`src/rtl/div_pkg.sv`:
```
//------------------------------------------------------------------------------
// Module  : div_pkg
// Brief   : Shared encodings and helpers for the multi-cycle divider.
// Revision: 1.0 - initial release
//------------------------------------------------------------------------------
`default_nettype none

package div_pkg;

    // Divider control states (encodings are fixed; other stages decode them)
    typedef enum logic [1:0] {
        DIV_FREE    = 2'b00,
        DIV_BY_ZERO = 2'b01,
        DIV_ON      = 2'b10,
        DIV_END     = 2'b11
    } div_state_e;

    localparam logic        c_DIV_START          = 1'b1;
    localparam logic        c_DIV_STOP           = 1'b0;
    localparam logic        c_DIV_RESULT_READY   = 1'b1;
    localparam logic        c_DIV_RESULT_NOT_RDY = 1'b0;
    localparam logic [31:0] c_ZERO_WORD          = 32'h0000_0000;
    localparam logic [5:0]  c_DIV_STEPS          = 6'd32;

    // Magnitude of an operand; in signed mode a negative value is replaced by
    // its two's complement, so 0x80000000 maps onto itself as 2^31.
    function automatic logic [31:0] div_magnitude(input logic [31:0] value,
                                                  input logic        is_signed);
        div_magnitude = (is_signed && value[31]) ? (c_ZERO_WORD - value) : value;
    endfunction

endpackage : div_pkg

`default_nettype wire

```
`src/rtl/div.sv`:
```
//------------------------------------------------------------------------------
// Module  : div
// Brief   : 32-bit restoring divider, signed (DIV) / unsigned (DIVU), one
//           quotient bit per cycle. result_o = {remainder, quotient}.
// Revision: 1.0 - initial release
//------------------------------------------------------------------------------
`default_nettype none

module div
    import div_pkg::*;
(
    input  logic        clk,
    input  logic        rst,
    input  logic        signed_div_i,
    input  logic [31:0] opdata1_i,
    input  logic [31:0] opdata2_i,
    input  logic        start_i,
    input  logic        annul_i,
    output logic [63:0] result_o,
    output logic        ready_o
);

    div_state_e  r_state;
    logic [5:0]  r_cnt;
    // [64:33] partial remainder, low bits hold remaining dividend bits and the
    // quotient bits shifted in from bit 0.
    logic [64:0] r_work;
    logic [31:0] r_divisor;
    logic        r_neg_quot;
    logic        r_neg_rem;

    logic        w_ge;
    logic [31:0] w_diff;
    logic [31:0] w_quot;
    logic [31:0] w_rem;

    // Trial subtract for the current step plus final sign correction.
    // The partial remainder is below 2*divisor, so the low 32 bits of the
    // difference are exact whenever the subtract is taken.
    always_comb begin
        w_ge   = (r_work[64:32] >= {1'b0, r_divisor});
        w_diff = r_work[63:32] - r_divisor;
        w_quot = r_neg_quot ? (c_ZERO_WORD - r_work[31:0])  : r_work[31:0];
        w_rem  = r_neg_rem  ? (c_ZERO_WORD - r_work[64:33]) : r_work[64:33];
    end

    // Control state, iteration counter, working register and result registers.
    always_ff @(posedge clk) begin
        if (rst) begin
            r_state    <= DIV_FREE;
            r_cnt      <= 6'd0;
            r_work     <= 65'd0;
            r_divisor  <= c_ZERO_WORD;
            r_neg_quot <= 1'b0;
            r_neg_rem  <= 1'b0;
            ready_o    <= c_DIV_RESULT_NOT_RDY;
            result_o   <= {c_ZERO_WORD, c_ZERO_WORD};
        end else begin
            case (r_state)
                DIV_FREE: begin
                    ready_o  <= c_DIV_RESULT_NOT_RDY;
                    result_o <= {c_ZERO_WORD, c_ZERO_WORD};
                    if (start_i == c_DIV_START && !annul_i) begin
                        if (opdata2_i == c_ZERO_WORD) begin
                            r_state <= DIV_BY_ZERO;
                        end else begin
                            r_state    <= DIV_ON;
                            r_cnt      <= 6'd0;
                            r_work     <= {c_ZERO_WORD,
                                           div_magnitude(opdata1_i, signed_div_i),
                                           1'b0};
                            r_divisor  <= div_magnitude(opdata2_i, signed_div_i);
                            r_neg_quot <= signed_div_i & (opdata1_i[31] ^ opdata2_i[31]);
                            r_neg_rem  <= signed_div_i & opdata1_i[31];
                        end
                    end
                end

                DIV_BY_ZERO: begin
                    if (annul_i) begin
                        r_state  <= DIV_FREE;
                        ready_o  <= c_DIV_RESULT_NOT_RDY;
                        result_o <= {c_ZERO_WORD, c_ZERO_WORD};
                    end else begin
                        r_state  <= DIV_END;
                        ready_o  <= c_DIV_RESULT_READY;
                        result_o <= {c_ZERO_WORD, c_ZERO_WORD};
                    end
                end

                DIV_ON: begin
                    if (annul_i) begin
                        r_state  <= DIV_FREE;
                        r_cnt    <= 6'd0;
                        ready_o  <= c_DIV_RESULT_NOT_RDY;
                        result_o <= {c_ZERO_WORD, c_ZERO_WORD};
                    end else if (r_cnt != c_DIV_STEPS) begin
                        r_cnt <= r_cnt + 6'd1;
                        if (w_ge) begin
                            r_work <= {w_diff, r_work[31:0], 1'b1};
                        end else begin
                            r_work <= {r_work[63:0], 1'b0};
                        end
                    end else begin
                        r_state  <= DIV_END;
                        r_cnt    <= 6'd0;
                        ready_o  <= c_DIV_RESULT_READY;
                        result_o <= {w_rem, w_quot};
                    end
                end

                DIV_END: begin
                    // annul_i is deliberately ignored: the result is final
                    if (start_i == c_DIV_STOP) begin
                        r_state  <= DIV_FREE;
                        ready_o  <= c_DIV_RESULT_NOT_RDY;
                        result_o <= {c_ZERO_WORD, c_ZERO_WORD};
                    end
                end

                default: begin
                    r_state  <= DIV_FREE;
                    ready_o  <= c_DIV_RESULT_NOT_RDY;
                    result_o <= {c_ZERO_WORD, c_ZERO_WORD};
                end
            endcase
        end
    end

endmodule : div

`default_nettype wire

```
`config.mk`:
```
export PLATFORM = sky130hd
export DESIGN_NAME = div
export DESIGN_NICKNAME = d
export VERILOG_FILES = /design/src/rtl/div_pkg.sv /design/src/rtl/div.sv
export SDC_FILE = /design/constraint.sdc
export NUM_CORES = 1
export LEC_CHECK = 0
export ABC_AREA = 1
export BUFFER_PORTS_ARGS = -buffer_cell sky130_fd_sc_hd__buf_2
export CAP_MARGIN = 20
export CORE_MARGIN = 8
export CORE_UTILIZATION = 36
export CTS_CLUSTER_DIAMETER = 30
export DETAILED_ROUTE_END_ITERATION = 10
export SETUP_SLACK_MARGIN = 0.3
export SYNTH_ARGS = -nofsm -noshare
export SYNTH_HDL_FRONTEND = slang
export SYNTH_SLANG_ARGS = --single-unit
```
`constraint.sdc`:
```
create_clock -name clk -period 2.2 [get_ports clk]
set_input_delay 0.22 -clock clk [delete_from_list [all_inputs] [get_ports clk]]
set_output_delay 0.22 -clock clk [all_outputs]
set_load 0.05 [all_outputs]
```
Word level (Yosys, flattened, before mapping). Cells that the tools add are included.

Bitwise gates (word level): 4. Eq/ne operators: 10. $add $sub $neg: 6. Magnitude comparators: 1. Reduce and logical (&&, ||, !) cells: 13. Multiplexer cells: 31.

Operator list (count): two-way mux 65 bit (5); two-way mux 64 bit (3); case mux 64 bit (3 select lines) (1); case mux 65 bit (2 select lines) (1); two-way mux 32 bit (4); subtractor 1 x 32 -> 32 bit (first input constant) (4); greater-or-equal comparator 33 x 32 -> 1 bit (1); zero test 32 bit (1); subtractor 32 bit (1); two-way mux 6 bit (4); two-way mux 2 bit (6); case mux 6 bit (2 select lines) (1); != test 2 bit (second input constant) (5); AND reduction 3 bit (3); case mux 2 bit (4 select lines) (1); adder 6 x 1 -> 6 bit (second input constant) (1); != test 6 bit (second input constant) (1); AND reduction 5 bit (1); == test 2 bit (second input constant) (2); two-way mux 1 bit (4); case mux 1 bit (4 select lines) (1); logical AND 1 bit (3); != test 3 bit (second input constant) (1); bitwise AND 1 bit (2); other kinds (8) (8).

Bits in registers: 172. Output and inout port bits: 65. Logic and storage cells: 73. Input port bits: 69.

Depth between registers and ports, before layout.
Depth after elaboration: 5. Depth in mapped cells: 16. Mapped depth without buffers: 16.

Least setup slack after synthesis. No wires, ideal clock.

Path type: reg-to-reg. Start point: reg r_work[40]. End point: reg r_work[48]. Required time: 2068 ps. Library setup time: 132 ps. Slack: 213 ps. Path buffers: 1. Arrival: 1855 ps. Stages on the path, launching flop included: 15. Clock period less this slack: 1987 ps. Path through: dfxtp_1 > ha_1 > nand2_1 > inv_1 > nand2_1 > nand2_1 > inv_1 > nand3_2 > nand2_1 > nand2_1 > nand2_2 > clkbuf_1 > nand3_1 > nand3_1 > a21oi_1.

Word-level cells in the longest chain between the ends: 5. Elaborated cells on any way between the ends: 6. Those cells by class: 1 x add/sub; 1 x order compare; 4 x mux.

RTL lines: start, declared (line div.sv:27) `logic [64:0] r_work;`; start signal, assigned (line div.sv:69) `r_work <= {c_ZERO_WORD,`; start signal, assigned (line div.sv:100) `r_work <= {w_diff, r_work[31:0], 1'b1};`; start signal, assigned (line div.sv:102) `r_work <= {r_work[63:0], 1'b0};`; subtractor 32 bit or greater-or-equal comparator 33 x 32 -> 1 bit (tied branches) (line div.sv:42, div.sv:41); two-way mux 65 bit * (line div.sv:99) `if (w_ge) begin`; two-way mux 65 bit * (line div.sv:97) `end else if (r_cnt != c_DIV_STEPS) begin`; two-way mux 65 bit * (line div.sv:92) `if (annul_i) begin`; case mux 65 bit (2 select lines) * (line div.sv:59) `case (r_state)`.

Mark *: on every way between the ends. The rest lies on a longest branch, timed or not. The select of a mux whose other input is x is not followed. A chain may end at the register's enable or synchronous reset.

Worst setup path in the final report.
Start point: reg r_divisor[10]. End point: reg r_work[52].

Word-level cells in the longest chain between the ends: 5. Elaborated cells on any way between the ends: 6. Those cells by class: 1 x add/sub; 1 x order compare; 4 x mux.

RTL lines: start, declared (line div.sv:28) `logic [31:0] r_divisor;`; start signal, assigned (line div.sv:53) `r_divisor <= c_ZERO_WORD;`; start signal, assigned (line div.sv:72) `r_divisor <= div_magnitude(opdata2_i, signed_div_i);`; subtractor 32 bit or greater-or-equal comparator 33 x 32 -> 1 bit (tied branches) (line div.sv:42, div.sv:41); two-way mux 65 bit * (line div.sv:99); two-way mux 65 bit * (line div.sv:97); two-way mux 65 bit * (line div.sv:92); case mux 65 bit (2 select lines) * (line div.sv:59).

Marked as above.

==> flow_summary_export.csv <==
group,metric,value,unit
outcome,status,"finished clean",
clock_tree,htree_levels,4,
worst_setup_path,slowest_stage,"dfxtp_2",
grt,grt-ovfl-total,0,
floorplanning,rows,69,
timing,tightest_slew,0.604,ns
pwr,power.density,1010,nW/µm²
worst_setup_path,end_kind,"flip-flop",
yosys,synth.distinct_cells,42,
clock_tree,clk_latency,0.46,ns
worst_hold_path,hold_class,"primary input to flip-flop",
worst_setup_path,crit_buf_inv,4,
grt,grt_max_degree,114,
finish,nFillCells,3592,
yosys,yosys-top-cells-count,"nand2_1, inv_1, nand3_1",
yosys,yosys_warnings,0,
finish,multiInputGateArea,9330,µm²
finish,final_util,50.5,%
yosys,post-synth-top-area-fraction,27.1,%
timing,finalHoldViolations,0,
yosys,synthTopCellsByArea,"dfxtp_1, nand2_1, inv_1",
floorplanning,die_y,204,µm
grt,grt_pass1_wl,77000,µm
route,drt_iter0_markers,1095,
yosys,synth-simple-area-share,38.0,%
timing,maxSlewHeadroom,59.4,%
yosys,muxShareOfSynthArea,0,%
yosys,synth-edff-count,0,
finish,num-nets-final,2549,
yosys,ys_ff_latch,172,
pwr,power,18.0,mW
run,maxCapViolations,0,
yosys,synth_top_area_cell,"dfxtp_1",
yosys,synth-adder-area-share,4.19,%
worst_setup_path,cp_common_cell,"nand2_2",
route,vias_per_cell,5.09,
floorplanning,core_area,35200,µm²
worst_setup_path,regToRegSetupSlack,0.09,ns
clock_tree,hold_buffers,0,
route,postRouteWirelength,49400,µm
worst_setup_path,cp.required,2.56,ns
placed_design,globalplace.congestion,0.948,
timing,fin_crit_sh,95.8,%
clock_tree,cts_buffer_depth,2,
placed_design,portBuffers,133,
pwr,p_leak,8.42,nW
yosys,synth_top_family_by_area,"simple AND/OR/NAND/NOR gates",
finish,area_growth,39.6,%
floorplanning,die_area,41600,µm²
timing,fin_ws,0.0918,ns
yosys,ys_async_sr_fraction,0,%
yosys,syn_nets,2277,
placed_design,post-place-ws,-0.139,ns
worst_setup_path,critPathMaxFanout,8,
timing,setup_violations,0,
timing,fin_crit,2.11,ns
yosys,synth_area_per_cell,5.88,µm²
grt,grt_pass1_vias,14400,
yosys,netlist_instances,2166,
route,wl_per_cell,17.0,µm
clock_tree,cts_tree,"done",
timing,rsz0062_at_grt,"true",
route,drtAntennaViolNets,0,
pwr,vdd_drop_max,844,µV
worst_setup_path,crit_arrival,2.47,ns
worst_setup_path,path_delay_family,"simple AND/OR/NAND/NOR gates",
finish,n_antenna_cell,0,
yosys,seq_area_frac_synth,27.1,%
clock_tree,clk_pin_slew,0.08,ns
finish,regArea,3520,µm²
floorplanning,io_pins,134,
timing,slew_violations,0,
floorplanning,die_w,204,µm
yosys,synth_compound_gate_area_share,14.2,%
yosys,synthFlopType,"dfxtp_1",
route,dr_total_vias,14800,
finish,drive_gt1_share,30.1,%
clock_tree,root_buffer,"clkbuf_16",
worst_setup_path,cp_cell_sequence,"inv_1 > ha_4 > nand2_1 > nand2_2 > nand2_1 > nand2_2 > nand2_1 > nand2_2 > inv_2 > nand2_2 > nand2_4 > buf_6 > buf_8 > nand3_1 > nand3_1 > a21oi_2",
grt,antenna_found_initial,3,
yosys,syn-cell-area,12700,µm²
grt,track_usage,23.1,%
yosys,synth_xor_area_share,4.82,%
placed_design,dp_hpwl,36900,µm
worst_setup_path,critical_path_class,"flip-flop to flip-flop",
route,drc_errors,0,
floorplanning,start_util,36.1,%
yosys,yosysMostFrequentCell,"nand2_1",
clock_tree,cts-buffers-inserted,17,
timing,max_freq,474,MHz
worst_setup_path,cpPeakStageDelay,0.33,ns
route,firstDrtPassIters,5,
clock_tree,clock-sinks,172,
timing,fin_skew,0.00959,ns
worst_setup_path,startpoint_type,"flip-flop",
-- power by group --
| part | switching, mW | leakage [nW] | total, mW | internal, mW |
|---|---|---|---|---|
| Combinational | 6.43 | 6.69 | 10.7 | 4.22 |
| Clock | 1.63 | 0.303 | 3.21 | 1.57 |
| Sequential | 0.524 | 1.42 | 4.17 | 3.65 |
| Total | 8.59 | 8.42 | 18.0 | 9.44 |
-- cell type report --
cell class,count,share of cell area [%]
timing repair buffer,331,14.5
clock inverter,15,1.13
clock buffer,17,2.39
sequential,172,19.8
multi-input combinational,1619,52.5
inverter,297,6.43
tap,461,3.25
-- metrics by stage --
stage | area [µm²] | hold slack, ns | cells | setup TNS [ns]
after floorplan | 12800 | 0.374 | 2166 | 0
after global placement | 14800 | 0.451 | 2818 | -0.656
after detailed placement | 14800 | 0.453 | 2818 | -0.863
after CTS | 16900 | 0.0233 | 2886 | 0
after global routing | 17800 | 0.0613 | 2912 | -0.137
final | 17800 | 0.0424 | 2912 | 0
-- state kept, by name (all words and copies together) (netlist names) --
signal and count:
r_cnt 6, r_divisor 32, r_neg_quot 1, r_neg_rem 1
r_state 2, r_work 65, ready_o 1, result_o 64
-- layout by cell type (no fill, tap or decap), types with 14 or more instances in the layout --
cell type,netlist,layout
nand3_2,1,38
xnor2_1,19,17
nand2_2,5,77
nor2_4,1,23
xor2_1,51,49
a21oi_1,200,181
buf_4,1,156
inv_1,293,251
a21oi_2,0,14
nand2_4,0,26
dfxtp_2,0,48
buf_2,21,132
nor3_1,22,17
nor2_1,201,165
nand2_1,650,551
o21ai_0,123,115
buf_6,6,20
inv_2,2,34
dfxtp_1,172,119
ha_4,0,35
nand3_1,217,173
nand4_1,25,25
clkbuf_16,0,19
nor2_2,4,18
-- tightest hold or removal path, stage by stage --
cell and delay (ns):
buf_2 0.11, inv_1 0.07, a21oi_1 0.06
-- path summary, 6_finish.rpt --
| kind | start | end | cells after the start |
|---|---|---|---|
| setup / recovery | r_divisor[10] | r_work[52] | 16 |
| hold / removal | opdata2_i[0] | r_divisor[0] | 3 |
| setup reg to reg | r_divisor[10] | r_work[52] | 16 |
| hold reg to reg | result_o[48] | result_o[48] | 2 |
-- routing by layer --
metal,global-route usage (%),part of all wire (%),up-vias,routed length [µm]
met1,29.7,44,6861,21900
met5,0,0.083,-,41
met2,38.8,47,396,23200
met3,3.69,5.2,89,2580
li1,-,-,7469,-
met4,8.15,3.6,6,1790
-- cell families (layout without fill, tap and decap cells) --
group / count (synthesis) / count (layout)
and+or+nand+nor: 1156 / 1156
buffers and inverters: 375 / 660
AOI/OAI and AO/OA: 351 / 351
DFF: 172 / 172
xor gates and xnor gates: 70 / 70
adders and majority gates: 42 / 42
-- repair_timing --
item,CTS,global route
resized for setup,260,201
cloned,6,2
pin swaps,73,84
buffers inserted,30,24
endpoints found under the setup margin,67,120
(Power assumes the default switching activity.)
